===== src/rtl/pipeline_hazard_ctrl.sv =====
// Hazard control for the 5-stage pipeline: load-use and HI/LO busy stalls, taken-branch
// flushes, and a saturating stall-cycle counter for performance monitoring.
module pipeline_hazard_ctrl #(
  parameter int MULDIV_CYCLES = 4,
  parameter int CNT_W         = 32
) (
  input  logic             clk,
  input  logic             rst_n,
  input  logic [4:0]       id_rs,
  input  logic [4:0]       id_rt,
  input  logic             id_use_rs,
  input  logic             id_use_rt,
  input  logic             id_is_muldiv,
  input  logic             id_uses_hilo,
  input  logic [4:0]       id_ex_rd,
  input  logic             id_ex_memread,
  input  logic             ex_branch_taken,
  output logic             pc_write_en,
  output logic             if_id_write_en,
  output logic             if_id_flush,
  output logic             id_ex_flush,
  output logic [1:0]       stall_reason,
  output logic             muldiv_busy,
  output logic [CNT_W-1:0] stall_cycles
);

  localparam logic [3:0] MdLoad = 4'(MULDIV_CYCLES);

  logic [3:0]       busyCnt;
  logic [CNT_W-1:0] stallCnt;
  logic             loadUse;
  logic             mdHazard;
  logic             stall;
  logic             launch;

  // $zero is never a real producer, so a load targeting it cannot create a dependence.
  assign loadUse = id_ex_memread && (id_ex_rd != 5'd0) &&
                   ((id_use_rs && (id_rs == id_ex_rd)) ||
                    (id_use_rt && (id_rt == id_ex_rd)));
  assign mdHazard    = (busyCnt != 4'd0) && (id_is_muldiv || id_uses_hilo);
  assign stall       = (loadUse || mdHazard) && !ex_branch_taken;
  assign launch      = id_is_muldiv && !stall && !ex_branch_taken;
  assign muldiv_busy = (busyCnt != 4'd0);
  assign stall_cycles = stallCnt;

  // Branch flush outranks both hazards; reset holds the pipeline frozen and bubbled.
  always_comb begin
    pc_write_en    = 1'b1;
    if_id_write_en = 1'b1;
    if_id_flush    = 1'b0;
    id_ex_flush    = 1'b0;
    stall_reason   = 2'b00;
    if (!rst_n) begin
      pc_write_en    = 1'b0;
      if_id_write_en = 1'b0;
      if_id_flush    = 1'b1;
      id_ex_flush    = 1'b1;
    end else if (ex_branch_taken) begin
      if_id_flush = 1'b1;
      id_ex_flush = 1'b1;
    end else if (stall) begin
      pc_write_en    = 1'b0;
      if_id_write_en = 1'b0;
      id_ex_flush    = 1'b1;
      stall_reason   = {mdHazard, loadUse};
    end
  end

  always_ff @(posedge clk or negedge rst_n) begin
    if (!rst_n) begin
      busyCnt  <= 4'd0;
      stallCnt <= '0;
    end else begin
      if (launch) begin
        busyCnt <= MdLoad;
      end else if (busyCnt != 4'd0) begin
        busyCnt <= busyCnt - 4'd1;
      end
      if (stall && (stallCnt != {CNT_W{1'b1}})) begin
        stallCnt <= stallCnt + CNT_W'(1);
      end
    end
  end

endmodule

===== config.mk =====
export PLATFORM = sky130hd
export DESIGN_NAME = pipeline_hazard_ctrl
export DESIGN_NICKNAME = d
export VERILOG_FILES = /design/src/rtl/pipeline_hazard_ctrl.sv
export SDC_FILE = /design/constraint.sdc
export NUM_CORES = 1
export LEC_CHECK = 0
export BUFFER_PORTS_ARGS = -buffer_cell sky130_fd_sc_hd__buf_2
export CORE_AREA = 2 2 64 96
export DETAILED_ROUTE_END_ITERATION = 12
export DIE_AREA = 0 0 66 98
export REMOVE_ABC_BUFFERS = 1
export SYNTH_ARGS = -nofsm -noshare
export SYNTH_HDL_FRONTEND = slang
export SYNTH_SLANG_ARGS = --single-unit

===== constraint.sdc =====
create_clock -name clk -period 2.39 [get_ports clk]
set_clock_uncertainty 0.1 [all_clocks]
set_input_delay 0.239 -clock clk [delete_from_list [all_inputs] [get_ports clk]]
set_output_delay 0.239 -clock clk [all_outputs]
set_load 0.01 [all_outputs]

==> results of run 1 <==
-- flip-flops by register name, summed over array words and instances (netlist names) --
| register | flops |
|---|---|
| busyCnt | 4 |
| stall_cycles | 32 |
-- routing by layer --
| layer | vias up | global-route usage | routed length, um |
|---|---|---|---|
| li1 | 774 | - | - |
| met1 | 756 | 0.1745 | 1798 |
| met2 | 52 | 0.2704 | 2440 |
| met3 | 7 | 0.03226 | 284 |
| met4 | 0 | 0.04239 | 61 |
| met5 | - | 0 | 0 |
-- per-stage QoR --
step / cells / setup TNS [ns]
after global routing: 325 / -0.04553
final: 325 / 0
after floorplan: 174 / 0
after CTS: 324 / 0
after detailed placement: 315 / 0
after global placement: 315 / 0
-- cell usage in the layout, fill, tap and decap left out, types with 2 or more instances in the layout --
master | synthesis | final
sky130_fd_sc_hd__bufinv_16 | 0 | 3
sky130_fd_sc_hd__o21ai_0 | 2 | 2
sky130_fd_sc_hd__nor2_1 | 13 | 13
sky130_fd_sc_hd__dfrtp_1 | 36 | 36
sky130_fd_sc_hd__and3_2 | 5 | 5
sky130_fd_sc_hd__xnor2_1 | 36 | 36
sky130_fd_sc_hd__ha_1 | 3 | 3
sky130_fd_sc_hd__clkbuf_8 | 0 | 5
sky130_fd_sc_hd__a21o_1 | 2 | 2
sky130_fd_sc_hd__buf_2 | 0 | 61
sky130_fd_sc_hd__and4_1 | 3 | 3
sky130_fd_sc_hd__nand2_1 | 12 | 12
sky130_fd_sc_hd__nor3_1 | 2 | 2
sky130_fd_sc_hd__inv_1 | 4 | 4
sky130_fd_sc_hd__nand4_1 | 17 | 17
sky130_fd_sc_hd__nand3_1 | 12 | 12
sky130_fd_sc_hd__xor2_1 | 7 | 7
sky130_fd_sc_hd__and3_1 | 4 | 4
sky130_fd_sc_hd__nand2b_1 | 2 | 2
sky130_fd_sc_hd__buf_4 | 1 | 9
-- layout make-up --
| type | instances | area (um2) | area share |
|---|---|---|---|
| Multi-Input combinational cell | 134 | 962.2 | 0.3833 |
| Inverter | 4 | 15.01 | 0.005982 |
| Clock buffer | 5 | 68.82 | 0.02742 |
| Timing Repair Buffer | 71 | 382.9 | 0.1525 |
| Tap cell | 72 | 90.09 | 0.03589 |
| Clock inverter | 3 | 90.09 | 0.03589 |
| Sequential cell | 36 | 900.9 | 0.3589 |
-- worst reg2reg max path, cell delays in order, from the launching register on --
cell,delay [ns]
sky130_fd_sc_hd__dfrtp_1,0.42
sky130_fd_sc_hd__ha_1,0.22
sky130_fd_sc_hd__nand4_1,0.24
sky130_fd_sc_hd__nor4_4,0.23
sky130_fd_sc_hd__nand4_1,0.16
sky130_fd_sc_hd__a2111o_1,0.48
sky130_fd_sc_hd__buf_4,0.18
sky130_fd_sc_hd__xnor2_1,0.11
-- cell families after synthesis --
| family | synth area share |
|---|---|
| xor+xnor | 0.1982 |
| simple gates | 0.2423 |
| buf+inv | 0.02370 |
| fa+ha+maj | 0.01975 |
| flops | 0.4740 |
| mux | 0.005925 |
| compound gates | 0.03621 |
-- power by group through the flow --
stage / registers [uW] / logic (uW) / clock network [uW]
final: 797 / 467 / 752
after global routing: 810 / 528 / 790
after CTS: 799 / 473 / 765
after detailed placement: 810 / 468 / 0
after global placement: 807 / 458 / 0
after floorplan: 811 / 265 / 0
-- worst paths after layout --
path / start / to / slack [ns] / cells after the start
max reg2reg: stall_cycles[0]$_DFFE_PN0P_ / stall_cycles[22]$_DFFE_PN0P_ / 0.15 / 7
min in group asynchronous: rst_n / stall_cycles[31]$_DFFE_PN0P_ / 0.48 / 3
max: stall_cycles[0]$_DFFE_PN0P_ / stall_cycles[22]$_DFFE_PN0P_ / 0.15 / 7
min reg2reg: stall_cycles[14]$_DFFE_PN0P_ / stall_cycles[14]$_DFFE_PN0P_ / 0.39 / 1
max in group asynchronous: rst_n / stall_cycles[20]$_DFFE_PN0P_ / 1.39 / 3
min: id_is_muldiv / busyCnt[0]$_DFFE_PN0P_ / 0.22 / 3
-- what timing repair did --
| item | 4_1_cts | 5_1_grt |
|---|---|---|
| setup buffers | 0 | 1 |
| endpoints found under the hold margin | 36 | 0 |
| gates resized for setup | 0 | 1 |
| setup endpoints to repair | 0 | 6 |
| hold buffers | 1 | 0 |
==> results.cfg, run 1 <==
[run_status]
outcome = finished clean

[routing]
drc = 0
ant_nets = 0
dr.first_iter.drc_count = 44
drtPass1Iterations = 4
routed_wirelength_mm = 4.585
route.detailed.vias_per_inst = 4.889
detail_route.wl_per_cell_um = 14.11
routed-via-count = 1589

[synthesis]
fraction_of_the_yosys_area_taken_by_sequential_cells = 0.4740
ys_async_sr_fraction = 1.000
postSynthRegisterBits = 36
yosys-top-cells-count = sky130_fd_sc_hd__dfrtp_1, sky130_fd_sc_hd__xnor2_1, sky130_fd_sc_hd__nand4_1, sky130_fd_sc_hd__nor2_1
post_synth_num_cell_types = 32
yosysWarnings = 0
syn-mean-instance-area_um2 = 10.74
synth.top_cells.by_area = sky130_fd_sc_hd__dfrtp_1, sky130_fd_sc_hd__xnor2_1, sky130_fd_sc_hd__nand4_1
post_synth_design_cell_area_um2 = 1901
post_synth_edffs = 0
synth_top_cell_by_area = sky130_fd_sc_hd__dfrtp_1
commonest_register_cell_after_synthesis = sky130_fd_sc_hd__dfrtp_1
synth_cells = 177
synth_largest_type_area_fraction = 0.4740

[placed_design]
placement.setup.worst_slack_ns = 0.1483
gp_congestion = 0.7127
placed_cell_area_um2 = 2326
io_buffers = 61
detailedPlacementHpwl_mm = 3.444

[finish]
area.growth.synth_to_final_pct = 32.06
design.final.nets = 278
nFillCells = 566
fin_area_um2 = 2510
final_core_utilization = 0.4403
drive_gt1_frac = 0.3518
antenna_cells_inserted = 0

[power]
power_leakage_uw = 0.001263
clkPwrFrac = 0.373
logic_pwr_share = 0.232
internal_power_uw = 1449
report.power.total_uw = 2017
power.switching_fraction = 0.2815
total_switching_power_uw = 567.9
reg_power_frac = 0.395
powerDensity_nw_per_um2 = 803.6
max-vdd-ir-drop_uv = 547.9

[die]
floorplan.core_area_um2 = 5700
die_w_um = 66
top_level_ports = 62
core.rowCount = 34
initial_utilization = 0.3334
die-area_um2 = 6468
chipHeight_um = 98

[worst_setup_path]
setup.worst_path.start_class = flop
worstPathBufferInverterCount = 1
highest_fanout_seen_on_the_critical_path = 5
crit_type = reg2reg
critical_path.slowest_cell = sky130_fd_sc_hd__a2111o_1
critPathRequiredTime_ns = 2.47
max_stage_delay_ns = 0.48
crit_top_cell = sky130_fd_sc_hd__nand4_1
worst-endpoint-arrival_ns = 2.32
worst_path_dominant_cell_family = simple AND/OR/NAND/NOR gates
timing.critical_path.to_type = flop
crit_path_cell_trace = ha_1, nand4_1, nor4_4, nand4_1, a2111o_1, buf_4, xnor2_1

[timing]
achievable-frequency_mhz = 446.9
final_hold_viol_count = 0
post-route-min-period_ns = 2.237
layout_worst_path_cycle_share = 0.9362
slew_viol_final = 0
worst_hold_slack_ns = 0.2180
grt_setup_unrepaired = yes
final_setup_vio_count = 0
setup_slack_ns = 0.1525
worst-slew-pin-transition_ns = 0.4541
slew_headroom = 0.6973

[global_route]
grt_start_max_net_pins = 37
antenna_violations_before_repair = 0
wire_length_of_the_first_global_routing_pass_mm = 7.576
grt-ovfl-total = 0
grt_use_total = 0.1498
grt_pass1_vias = 1584

[clock_network]
clock_buffers_created_by_tritoncts = 5
cts_tree = done
clock_latency_ns = 0.29
clk_transition_reported_paths_ns = 0.08
cts.htree.levels = 2
cts-root-buf = sky130_fd_sc_hd__clkbuf_8
ctsLongestPathBuffers = 2
numClockSinks = 36

[run]
timing.max_cap.violations = 0

[min_path]
timing.hold.worst.class = in2reg
No activity file was read; power rests on OpenSTA's default activity.
==> run 2, diff against run 1 <==
- ABC_AREA: default -> 1
- CORE_AREA: 2 2 64 96 -> 2 2 75 113
- DIE_AREA: 0 0 66 98 -> 0 0 77 115
==> run 2 against run 1 <==
  * The flow now finishes with violations (hold timing)
  * Flip-flop and latch count did not move
  * Sequential power fell by 2.9%
  * Final cell count rose by 84%
  * First-iteration DRC count rose by 150%
  * Clock power fell by 12%
  * Highest routed layer unchanged
  * Count of clock-buffer cells in the layout rose by 3
  * Critical path type is now reg2out
==> results.cfg, run 2 <==
[synthesis]
synth_largest_type_area_fraction = 0.3312
commonest_register_cell_after_synthesis = sky130_fd_sc_hd__dfrtp_1
post_synth_edffs = 0
synth_top_cell_by_area = sky130_fd_sc_hd__dfrtp_1
synth.top_cells.by_area = sky130_fd_sc_hd__dfrtp_1, sky130_fd_sc_hd__nand2_1, sky130_fd_sc_hd__nor2_1
ys_async_sr_fraction = 1.000
yosys-top-cells-count = sky130_fd_sc_hd__nand2_1, sky130_fd_sc_hd__nor2_1, sky130_fd_sc_hd__dfrtp_1, sky130_fd_sc_hd__nand4_1, sky130_fd_sc_hd__inv_1
synth.most_common_cell = sky130_fd_sc_hd__nand2_1
syn-mean-instance-area_um2 = 6.341
post_synth_design_cell_area_um2 = 2720
postSynthRegisterBits = 36
fraction_of_the_yosys_area_taken_by_sequential_cells = 0.3312
synth_cells = 429
post_synth_num_cell_types = 22
yosysWarnings = 0

[timing]
grt_setup_unrepaired = no
worst_hold_slack_ns = -0.01826
worst-slew-pin-transition_ns = 0.4744
post-route-min-period_ns = 2.166
slew_viol_final = 0
final_hold_viol_count = 18
final_tns_setup_ns = 0
final_setup_vio_count = 0
slew_headroom = 0.6837
layout_worst_path_cycle_share = 0.9065
achievable-frequency_mhz = 461.6

[worst_setup_path]
worst-endpoint-arrival_ns = 1.83
critPathRequiredTime_ns = 2.05
regToRegSetupSlack_ns = 0.30
rr_endpoint = stall_cycles[4]$_DFFE_PN0P_
highest_fanout_seen_on_the_critical_path = 4
crit-reg2reg-launch = stall_cycles[0]$_DFFE_PN0P_
timing.critical_path.from = busyCnt[0]$_DFFE_PN0P_
critical_path.slowest_cell = sky130_fd_sc_hd__dfrtp_1
crit_type = reg2out
timing.reg2reg.worst_path_depth = 10
max_stage_delay_ns = 0.40
setup.worst_path.start_class = flop
timing.critical_path.to_type = output port
crit_path_cell_trace = inv_1, ha_1, nand2_1, o21ai_0, nand2_2, a21boi_0, buf_2

[die]
die_w_um = 77
floorplan.core_area_um2 = 7908
die-area_um2 = 8855
top_level_ports = 62
chipHeight_um = 115
initial_utilization = 0.3440
core.rowCount = 40

[clock_network]
numClockSinks = 36
post_cts_resize_count = 0
postCtsSetupBuffers = 0
clk_transition_reported_paths_ns = 0.05
ctsLongestPathBuffers = 2
cts_hold_buf = 0
clock_latency_ns = 0.28
cts-root-buf = sky130_fd_sc_hd__clkbuf_16
cts.htree.levels = 2
cts_tree = done
clock_buffers_created_by_tritoncts = 5

[finish]
mostFrequentLayoutCell = sky130_fd_sc_hd__nand2_1
drive_gt1_frac = 0.1667
antenna_cells_inserted = 0
area.growth.synth_to_final_pct = 20.98
final_core_utilization = 0.4161
layout.cells.most_common_list = sky130_fd_sc_hd__nand2_1, sky130_fd_sc_hd__nor2_1, sky130_fd_sc_hd__buf_2
design.final.nets = 517
layoutNonFillerInstCount = 597
flip_flop_count_of_the_largest_register_all_copies_and_words_added = 32

[placed_design]
post-place-cells = 589
io_buffers = 61
gp_congestion = 0.9416
detailedPlacementHpwl_mm = 6.056

[routing]
detail_route.wl_per_cell_um = 13.00
m1WireLength_mm = 3.160
ant_nets = 0
drtPass1Iterations = 4
met2RoutedLength_mm = 4.006
dr.first_iter.drc_count = 109
route.detailed.vias_per_inst = 4.894
routed-via-count = 2922
highest_layer = met4
drc = 0
routed_wirelength_mm = 7.761
met3_length_um = 391

[run]
timing.max_cap.violations = 0

[power]
power_leakage_uw = 0.001769
max-vdd-ir-drop_uv = 354.3
report.power.total_uw = 1983
powerDensity_nw_per_um2 = 602.7

[run_status]
outcome = complete, but fails checks
failed_checks = hold timing

[global_route]
grt_pass1_vias = 2839
wire_length_of_the_first_global_routing_pass_mm = 13.02
grt_use_total = 0.1818
antenna_violations_before_repair = 0
grt-ovfl-total = 0
grt_start_max_net_pins = 37

[min_path]
timing.hold.worst.class = in2async
run 2: changes by cell type in the layout (fill, tap and decap cells not counted), sizes merged, moves of 4 or more:
cell	change
and4	-4
nor2	+52
nand3	-5
xnor2	-30
xor2	+5
nand3b	+13
and3	-9
nand4	+18
nand2	+188
inv	+27
run 2: how the worst max path moves through the flow:
| stage | slack [ns] | endpoint |
|---|---|---|
| final | 0.22 | if_id_write_en |
| after global routing | 0.04 | if_id_write_en |
| after CTS | 0.18 | if_id_write_en |
| after detailed placement | 0.30 | stall_cycles[13]$_DFFE_PN0P_ |
| after global placement | 0.37 | stall_cycles[2]$_DFFE_PN0P_ |
| after floorplan | 0.17 | if_id_write_en |
run 2: metal layers:
layer	vias up	global-route usage
met5	-	0
met4	0	0.06786
met3	15	0.02983
met2	87	0.3532
met1	1336	0.1960
li1	1484	-
run 2: power breakdown:
part	total [uW]	internal, uW	switching, uW	leakage [uW]
Combinational	547	214	333	0.00121
Clock	662	416	247	0.0000712
Sequential	774	684	89.9	0.000489
Total	1980	1310	669	0.00177
run 2: critical path, delay by kind of cell (launching register included):
family,cells,cell delay (ns)
AND/OR/NAND/NOR,2,0.28
AO/OA/AOI/OAI,2,0.45
flip-flops,1,0.40
adder cells (fa/ha/maj),1,0.15
buffers and inverters,2,0.27
run 2: cells by family after synthesis:
kind of cell    share of synthesized area
flops                              0.3312
fa+ha+maj                         0.01380
buf+inv                           0.07129
xor+xnor                          0.05796
compound gates                    0.01012
simple gates                       0.5156
run 2: layout make-up:
class	count	area, um2
clock buffer	8	146.4
tap	105	131.4
inverter	31	116.4
multi-input combinational	349	1625
fill	887	4617
sequential	36	900.9
timing repair buffer	68	370.4
run 2: per-stage QoR:
stage | worst slack [ns] | instance area (um2) | hold WS, ns
after floorplan | 0.1692 | 2643 | -0.1566
after global placement | 0.3719 | 3144 | 0.3137
after detailed placement | 0.2973 | 3144 | 0.3171
after CTS | 0.1786 | 3291 | 0.02442
after global routing | 0.03837 | 3291 | 0.04953
final | 0.2235 | 3291 | -0.01826
